**src/rtl/spi_slave_port.sv**
```systemverilog
// spi_slave_port: SPI slave endpoint, LSB-first, one DATA_W-bit word per
// chip-select assertion.
//
// Bus timing:
// - MOSI is sampled on negedge SCLK.
// - MISO and all control/handshake state update on posedge SCLK.
//
// The shift register and bit counter live in the negedge domain. A transfer
// start is flagged in the posedge domain (start_q), so the first negedge of a
// transfer seeds the shift register from the word captured at the start edge.
//
// Optional build macro: SPI_SLAVE_TRISTATE_EN
// - Defined: MISO floats (1'bz) while CS_n is high.
// - Undefined: MISO is always the registered value.
module spi_slave_port #(
    parameter int DATA_W = 8
) (
    input  logic              SCLK,
    input  logic              reset,
    input  logic              CS_n,
    input  logic              MOSI,
    output logic              MISO,
    input  logic [DATA_W-1:0] txData,
    input  logic              txLoad,
    output logic              txReady,
    output logic [DATA_W-1:0] rxData,
    output logic              rxValid,
    input  logic              rxAck,
    output logic              overrun,
    output logic              busy
);

    localparam int CNT_W = $clog2(DATA_W + 1);
    localparam logic [CNT_W-1:0] CNT_FULL = CNT_W'(DATA_W);
    localparam logic [CNT_W-1:0] CNT_ONE  = CNT_W'(1);

    typedef enum logic [1:0] {
        ST_IDLE  = 2'd0,
        ST_SHIFT = 2'd1,
        ST_DONE  = 2'd2
    } state_t;

    state_t state_q, state_d;

    // posedge-domain registers
    logic              miso_q,     miso_d;
    logic [DATA_W-1:0] rx_data_q,  rx_data_d;
    logic              rx_valid_q, rx_valid_d;
    logic              overrun_q,  overrun_d;
    logic [DATA_W-1:0] hold_q,     hold_d;
    logic              tx_ready_q, tx_ready_d;
    logic [DATA_W-1:0] tx_word_q,  tx_word_d;
    logic              start_q,    start_d;

    // negedge-domain registers
    logic [DATA_W-1:0] shreg_q,    shreg_d;
    logic [CNT_W-1:0]  bit_cnt_q,  bit_cnt_d;

    // decoded events for the current posedge
    logic              start_s;
    logic              complete_s;
    logic              shift_out_s;
    logic [DATA_W-1:0] load_word_s;

    // State register: transfer FSM, posedge domain
    always_ff @(posedge SCLK or posedge reset) begin
        if (reset) begin
            state_q <= ST_IDLE;
        end else begin
            state_q <= state_d;
        end
    end

    // Next-state logic: start on CS_n low, finish after DATA_W bits,
    // abort if CS_n rises mid-word, rearm only after CS_n deasserts
    always_comb begin
        state_d = state_q;
        case (state_q)
            ST_IDLE: begin
                if (!CS_n) begin
                    state_d = ST_SHIFT;
                end else begin
                    state_d = ST_IDLE;
                end
            end
            ST_SHIFT: begin
                if (bit_cnt_q == CNT_FULL) begin
                    state_d = ST_DONE;
                end else if (CS_n) begin
                    state_d = ST_IDLE;
                end else begin
                    state_d = ST_SHIFT;
                end
            end
            ST_DONE: begin
                if (CS_n) begin
                    state_d = ST_IDLE;
                end else begin
                    state_d = ST_DONE;
                end
            end
            default: begin
                state_d = ST_IDLE;
            end
        endcase
    end

    // FSM output decode: which datapath action this posedge performs
    always_comb begin
        start_s     = 1'b0;
        complete_s  = 1'b0;
        shift_out_s = 1'b0;
        case (state_q)
            ST_IDLE: begin
                start_s = !CS_n;
            end
            ST_SHIFT: begin
                if (bit_cnt_q == CNT_FULL) begin
                    complete_s = 1'b1;
                end else begin
                    shift_out_s = 1'b1;
                end
            end
            ST_DONE: begin
                start_s = 1'b0;
            end
            default: begin
                start_s = 1'b0;
            end
        endcase
    end

    // Posedge datapath next values: MISO, TX holding register, RX handshake
    always_comb begin
        // An empty holding register transmits all zeros
        if (tx_ready_q) begin
            load_word_s = '0;
        end else begin
            load_word_s = hold_q;
        end

        start_d   = start_s;
        tx_word_d = tx_word_q;
        miso_d    = miso_q;
        if (start_s) begin
            tx_word_d = load_word_s;
            miso_d    = load_word_s[0];
        end else if (shift_out_s) begin
            miso_d    = shreg_q[0];
        end else begin
            miso_d    = miso_q;
        end

        // The start edge frees the holding register, so a load on that same
        // edge is already accepted for the following transfer
        hold_d     = hold_q;
        tx_ready_d = tx_ready_q;
        if (start_s) begin
            tx_ready_d = 1'b1;
        end else begin
            tx_ready_d = tx_ready_q;
        end
        if (txLoad && (tx_ready_q || start_s)) begin
            hold_d     = txData;
            tx_ready_d = 1'b0;
        end else begin
            hold_d     = hold_q;
        end

        // Acknowledge clears; a completion on the same edge wins
        rx_data_d  = rx_data_q;
        rx_valid_d = rx_valid_q;
        overrun_d  = overrun_q;
        if (rxAck) begin
            rx_valid_d = 1'b0;
        end else begin
            rx_valid_d = rx_valid_q;
        end
        if (complete_s) begin
            rx_data_d  = shreg_q;
            rx_valid_d = 1'b1;
            if (rx_valid_q && !rxAck) begin
                overrun_d = 1'b1;
            end else begin
                overrun_d = overrun_q;
            end
        end else begin
            rx_data_d  = rx_data_q;
        end
    end

    // Posedge datapath registers
    always_ff @(posedge SCLK or posedge reset) begin
        if (reset) begin
            miso_q     <= 1'b0;
            rx_data_q  <= '0;
            rx_valid_q <= 1'b0;
            overrun_q  <= 1'b0;
            hold_q     <= '0;
            tx_ready_q <= 1'b1;
            tx_word_q  <= '0;
            start_q    <= 1'b0;
        end else begin
            miso_q     <= miso_d;
            rx_data_q  <= rx_data_d;
            rx_valid_q <= rx_valid_d;
            overrun_q  <= overrun_d;
            hold_q     <= hold_d;
            tx_ready_q <= tx_ready_d;
            tx_word_q  <= tx_word_d;
            start_q    <= start_d;
        end
    end

    // Negedge shift next values: the first negedge of a transfer seeds from
    // the captured TX word; later ones shift while CS_n is low
    always_comb begin
        shreg_d   = shreg_q;
        bit_cnt_d = bit_cnt_q;
        if (start_q) begin
            if (!CS_n) begin
                shreg_d   = {MOSI, tx_word_q[DATA_W-1:1]};
                bit_cnt_d = CNT_ONE;
            end else begin
                shreg_d   = tx_word_q;
                bit_cnt_d = '0;
            end
        end else if ((state_q == ST_SHIFT) && !CS_n && (bit_cnt_q != CNT_FULL)) begin
            shreg_d   = {MOSI, shreg_q[DATA_W-1:1]};
            bit_cnt_d = bit_cnt_q + CNT_ONE;
        end else begin
            shreg_d   = shreg_q;
            bit_cnt_d = bit_cnt_q;
        end
    end

    // Negedge shift register and bit counter
    always_ff @(negedge SCLK or posedge reset) begin
        if (reset) begin
            shreg_q   <= '0;
            bit_cnt_q <= '0;
        end else begin
            shreg_q   <= shreg_d;
            bit_cnt_q <= bit_cnt_d;
        end
    end

`ifdef SPI_SLAVE_TRISTATE_EN
    assign MISO = CS_n ? 1'bz : miso_q;
`else
    assign MISO = miso_q;
`endif

    assign txReady = tx_ready_q;
    assign rxData  = rx_data_q;
    assign rxValid = rx_valid_q;
    assign overrun = overrun_q;
    assign busy    = (state_q != ST_IDLE);

endmodule

```
**config.mk**
```make
export PLATFORM = sky130hd
export DESIGN_NAME = spi_slave_port
export DESIGN_NICKNAME = d
export VERILOG_FILES = /design/src/rtl/spi_slave_port.sv
export SDC_FILE = /design/constraint.sdc
export NUM_CORES = 1
export LEC_CHECK = 0
export BUFFER_PORTS_ARGS = -buffer_cell sky130_fd_sc_hd__buf_4
export CORE_MARGIN = 1.5
export CORE_UTILIZATION = 50
export CTS_CLUSTER_DIAMETER = 100
export DETAILED_ROUTE_END_ITERATION = 8
export PLACE_DENSITY = 0.8
export SLEW_MARGIN = 20
export SYNTH_ARGS = -nofsm -noshare
export SYNTH_HDL_FRONTEND = slang
export SYNTH_SLANG_ARGS = --single-unit
```
**constraint.sdc**
```tcl
create_clock -name SCLK -period 2.2 [get_ports SCLK]
set_input_delay 0.33 -clock SCLK [delete_from_list [all_inputs] [get_ports SCLK]]
set_output_delay 0.33 -clock SCLK [all_outputs]
set_load 0.05 [all_outputs]
```
Word-level counts from Yosys, hierarchy flattened
Cells that the tools add are included.
{"block": "word_totals", "register_bits": 43, "in_bits": 14, "out_inout_bits": 13, "word_cells": 52}
{"block": "op_classes", "n_addsub": 1, "n_eq_ne": 4, "n_mux": 22, "n_reduce_logical": 14}
{"op": "$mux W8", "n": 4}
{"op": "$mux W1", "n": 13}
{"op": "$reduce_bool A2 Y1", "n": 5}
{"op": "$mux W4", "n": 2}
{"op": "$pmux W2 S3", "n": 1}
{"op": "$add A4 B1 Y4 const B", "n": 1}
{"op": "$eq A4 B4 Y1 const B", "n": 1}
{"op": "$logic_and A1 B1 Y1", "n": 4}
{"op": "$mux W2", "n": 2}
{"op": "$ne A4 B4 Y1 const B", "n": 1}
{"op": "$eq A2 B1 Y1 const B", "n": 1}
{"op": "$eq A2 B2 Y1 const B", "n": 1}
{"op": "$logic_not A1 Y1", "n": 2}
{"op": "$logic_not A2 Y1", "n": 1}
{"op": "$reduce_and A2 Y1", "n": 1}
{"op": "$logic_or A1 B1 Y1", "n": 1}

Logic depth before layout (Yosys ltp)
{"block": "logic_depth", "word_depth": 5, "mapped_depth": 6, "mapped_depth_nobuf": 5}

==> results.toml <==
[clock_tree]
hold_buffers = 0
numCtsBuffers = 5
clock_latency_ns = 0.31
cts_root_buffer = "clkbuf_8"
cts_sinks = 43
cts_max_level = 2
cts_tree = "built"
cts_max_path_buffers = 2
clk_pin_slew_ns = 0.09

[detailed_routing]
final_antenna_net_count = 0
wl_per_cell_um = 20.17
via_count = 1676
drc = 0
drt_iter0_markers = 117
drt-total-wl_mm = 5.707
dr.pass1.iters = 4
vias_per_cell = 5.922

[finish]
fin_util_pct = 77.72
fin_area_sq_um = 2845
drive_above_1_share_pct = 57.02
area_delta_synth_final_pct = 48.14
mostFrequentLayoutCell = "buf_4"
diodes = 0
nets = 250
final_cell_mix = "buf_4 (64), dfrtp_1 (30), nand2_1 (15)"

[yosys]
synth_cell_types = 40
syn_area_sq_um = 1921
ys_seq_area_share_pct = 56.09
avgSynthCellArea_sq_um = 11.71
synth-compound-area-share_pct = 14.40
synth_top_family_by_area = "compound AO/OA/AOI/OAI gates"
synth_fa_ha_area_share_pct = 1.303
synthMuxAreaShare_pct = 13.55
ys_ff_latch = 43
synth_flop_cell = "dfrtp_1"
synth-warning-count = 0
synthXorXnorAreaFrac_pct = 0
syn_inst = 164
post_synth_and_or_nand_nor_area_fraction_pct = 11.34
syn_nets = 180
synth_edf_count = 0
async_flop_share_pct = 100.0

[sta]
setup_viol = 25
report.final.slew_viol_count = 0
fin_ws_ns = -0.4295
hold_violations = 0
setup_tns_ns = -8.738
fin_worst_skew_ns = 0.008257
slew-limit-headroom_pct = 56.70
rsz0062_at_grt = "true"
tightestPinTransition_ns = 0.6495

[floorplan]
num_rows = 22
die_h_um = 64.98
die_w_um = 64.98
coreArea_sq_um = 3661
dieArea_sq_um = 4222
initial_core_util_pct = 52.46
ios = 27

[setup_path]
crit_buf_inv = 1
path_cells = "inv_2 -> ha_4 -> and3b_2 -> and2_4 -> mux2_2"
cp.required_ns = 2.40
critPathMaxFanout = 6
r2r_cells = 5
r2r_slack_ns = -0.43
reg2reg_from = "bit_cnt_q[1]$_DFFE_NP0P_"
cp-end-kind = "flop"
critPathLaunchType = "flop"
cp_slowest_stage_delay_ns = 0.37
crit_arrival_ns = 2.83
path_delay_family = "simple AND/OR/NAND/NOR gates"
cpMaxStageDelayCell = "dfrtn_1"
worst_r2r_endpoint = "rxData[3]$_DFFE_PP0P_"
setup.worst_path.class = "reg -> reg"

[global_routing]
grt_pass1_vias = 1671
grt_overflow = 0
antenna_found_initial = 0
grt_pass1_wl_mm = 8.514
grt_max_degree = 26
track_usage_pct = 27.85

[status]
status = "finished, violations left"
violations = "negative setup slack"

[placement]
place_ws_ns = -0.4913
placed_cell_area_sq_um = 2313
io_buffers = 26
dpl.hpwl_mm = 2.966
place_congestion = 0.8458

[power]
p_total_uw = 2110
power_leakage_uw = 0.001367
p_per_area_nw_per_um2 = 741.6
peakVddDrop_uv = 475.5

[hold_path]
min_path_type = "in -> async"

[run]
max-cap-violations = 0
## Yosys cell counts (2+ instances only)
master	instances	area, sq um
dfrtn_1	12	300.3
a22oi_1	7	52.55
nor2_1	6	22.52
buf_2	2	10.01
clkbuf_1	5	18.77
a21oi_1	2	10.01
nand2_1	16	60.06
dfrtp_1	30	750.7
mux2_2	16	180.2
a21o_1	3	22.52
a41oi_1	7	61.31
mux2i_1	8	80.08
o21ai_0	10	50.05
nand3b_1	8	60.06
ha_1	2	25.02
inv_1	6	22.52
## registers in the layout (all words and copies together), names as in the netlist, 2 cells and up
name,cells
rxData,8
bit_cnt_q,4
state_q,2
shreg_q,8
tx_word_q,8
hold_q,8
## timing repair
item / 4_1_cts / 5_1_grt
endpoints found under the setup margin: 25 / 25
setup buffers: 15 / 9
gates cloned: 2 / 0
gates resized for setup: 44 / 22
pin swaps: 13 / 9
## kinds of logic (layout without fill, tap and decap cells)
logic type,count (synthesis),after routing
AND/OR/NAND/NOR,41,42
AO/OA/AOI/OAI,38,38
buffers and inverters,16,86
flip-flops,43,43
multiplexers,24,24
adder cells (fa/ha/maj),2,2
## final cells by class
class	instances	area [sq um]
Fill cell	224	815.8
Tap cell	48	60.06
Timing Repair Buffer	71	571.8
Clock inverter	2	13.76
Multi-Input combinational cell	106	998.5
Inverter	7	30.03
Clock buffer	6	93.84
Sequential cell	43	1077
## report_power, final
part,internal (uW),switching (uW)
sequential,904,100
combinational,268,259
clock,292,286
## worst max-delay path by stage
stage	from	end	slack, ns	cells after the start
2_1_floorplan	bit_cnt_q[0]$_DFFE_NP0P_	rxData[0]$_DFFE_PP0P_	-0.41	6
3_3_place_gp	CS_n	bit_cnt_q[3]$_DFFE_NP0P_	-0.36	4
3_5_place_dp	CS_n	bit_cnt_q[3]$_DFFE_NP0P_	-0.49	4
4_1_cts	bit_cnt_q[0]$_DFFE_NP0P_	rxData[7]$_DFFE_PP0P_	-0.38	5
5_1_grt	bit_cnt_q[1]$_DFFE_NP0P_	rxData[3]$_DFFE_PP0P_	-0.43	5
6_report	bit_cnt_q[1]$_DFFE_NP0P_	rxData[3]$_DFFE_PP0P_	-0.43	5
## metrics by stage
step                hold WS (ns)  instances
global placement          0.3967        251
global route             0.09802        283
finish                   0.06444        283
CTS                      0.07704        275
detailed placement        0.4100        251
floorplan                 0.3274        164
## routing by layer
| metal | up-vias | share of wire, % | wire [um] | track usage (%) |
|---|---|---|---|---|
| li1 | 745 | - | - | - |
| met1 | 819 | 39 | 2225 | 31.71 |
| met2 | 91 | 50 | 2866 | 49.36 |
| met3 | 21 | 7.1 | 404 | 6.424 |
| met4 | 0 | 3.7 | 211 | 12.77 |
| met5 | - | 0 | 0 | 0 |
Note: power is estimated with default switching activity, not from simulation.
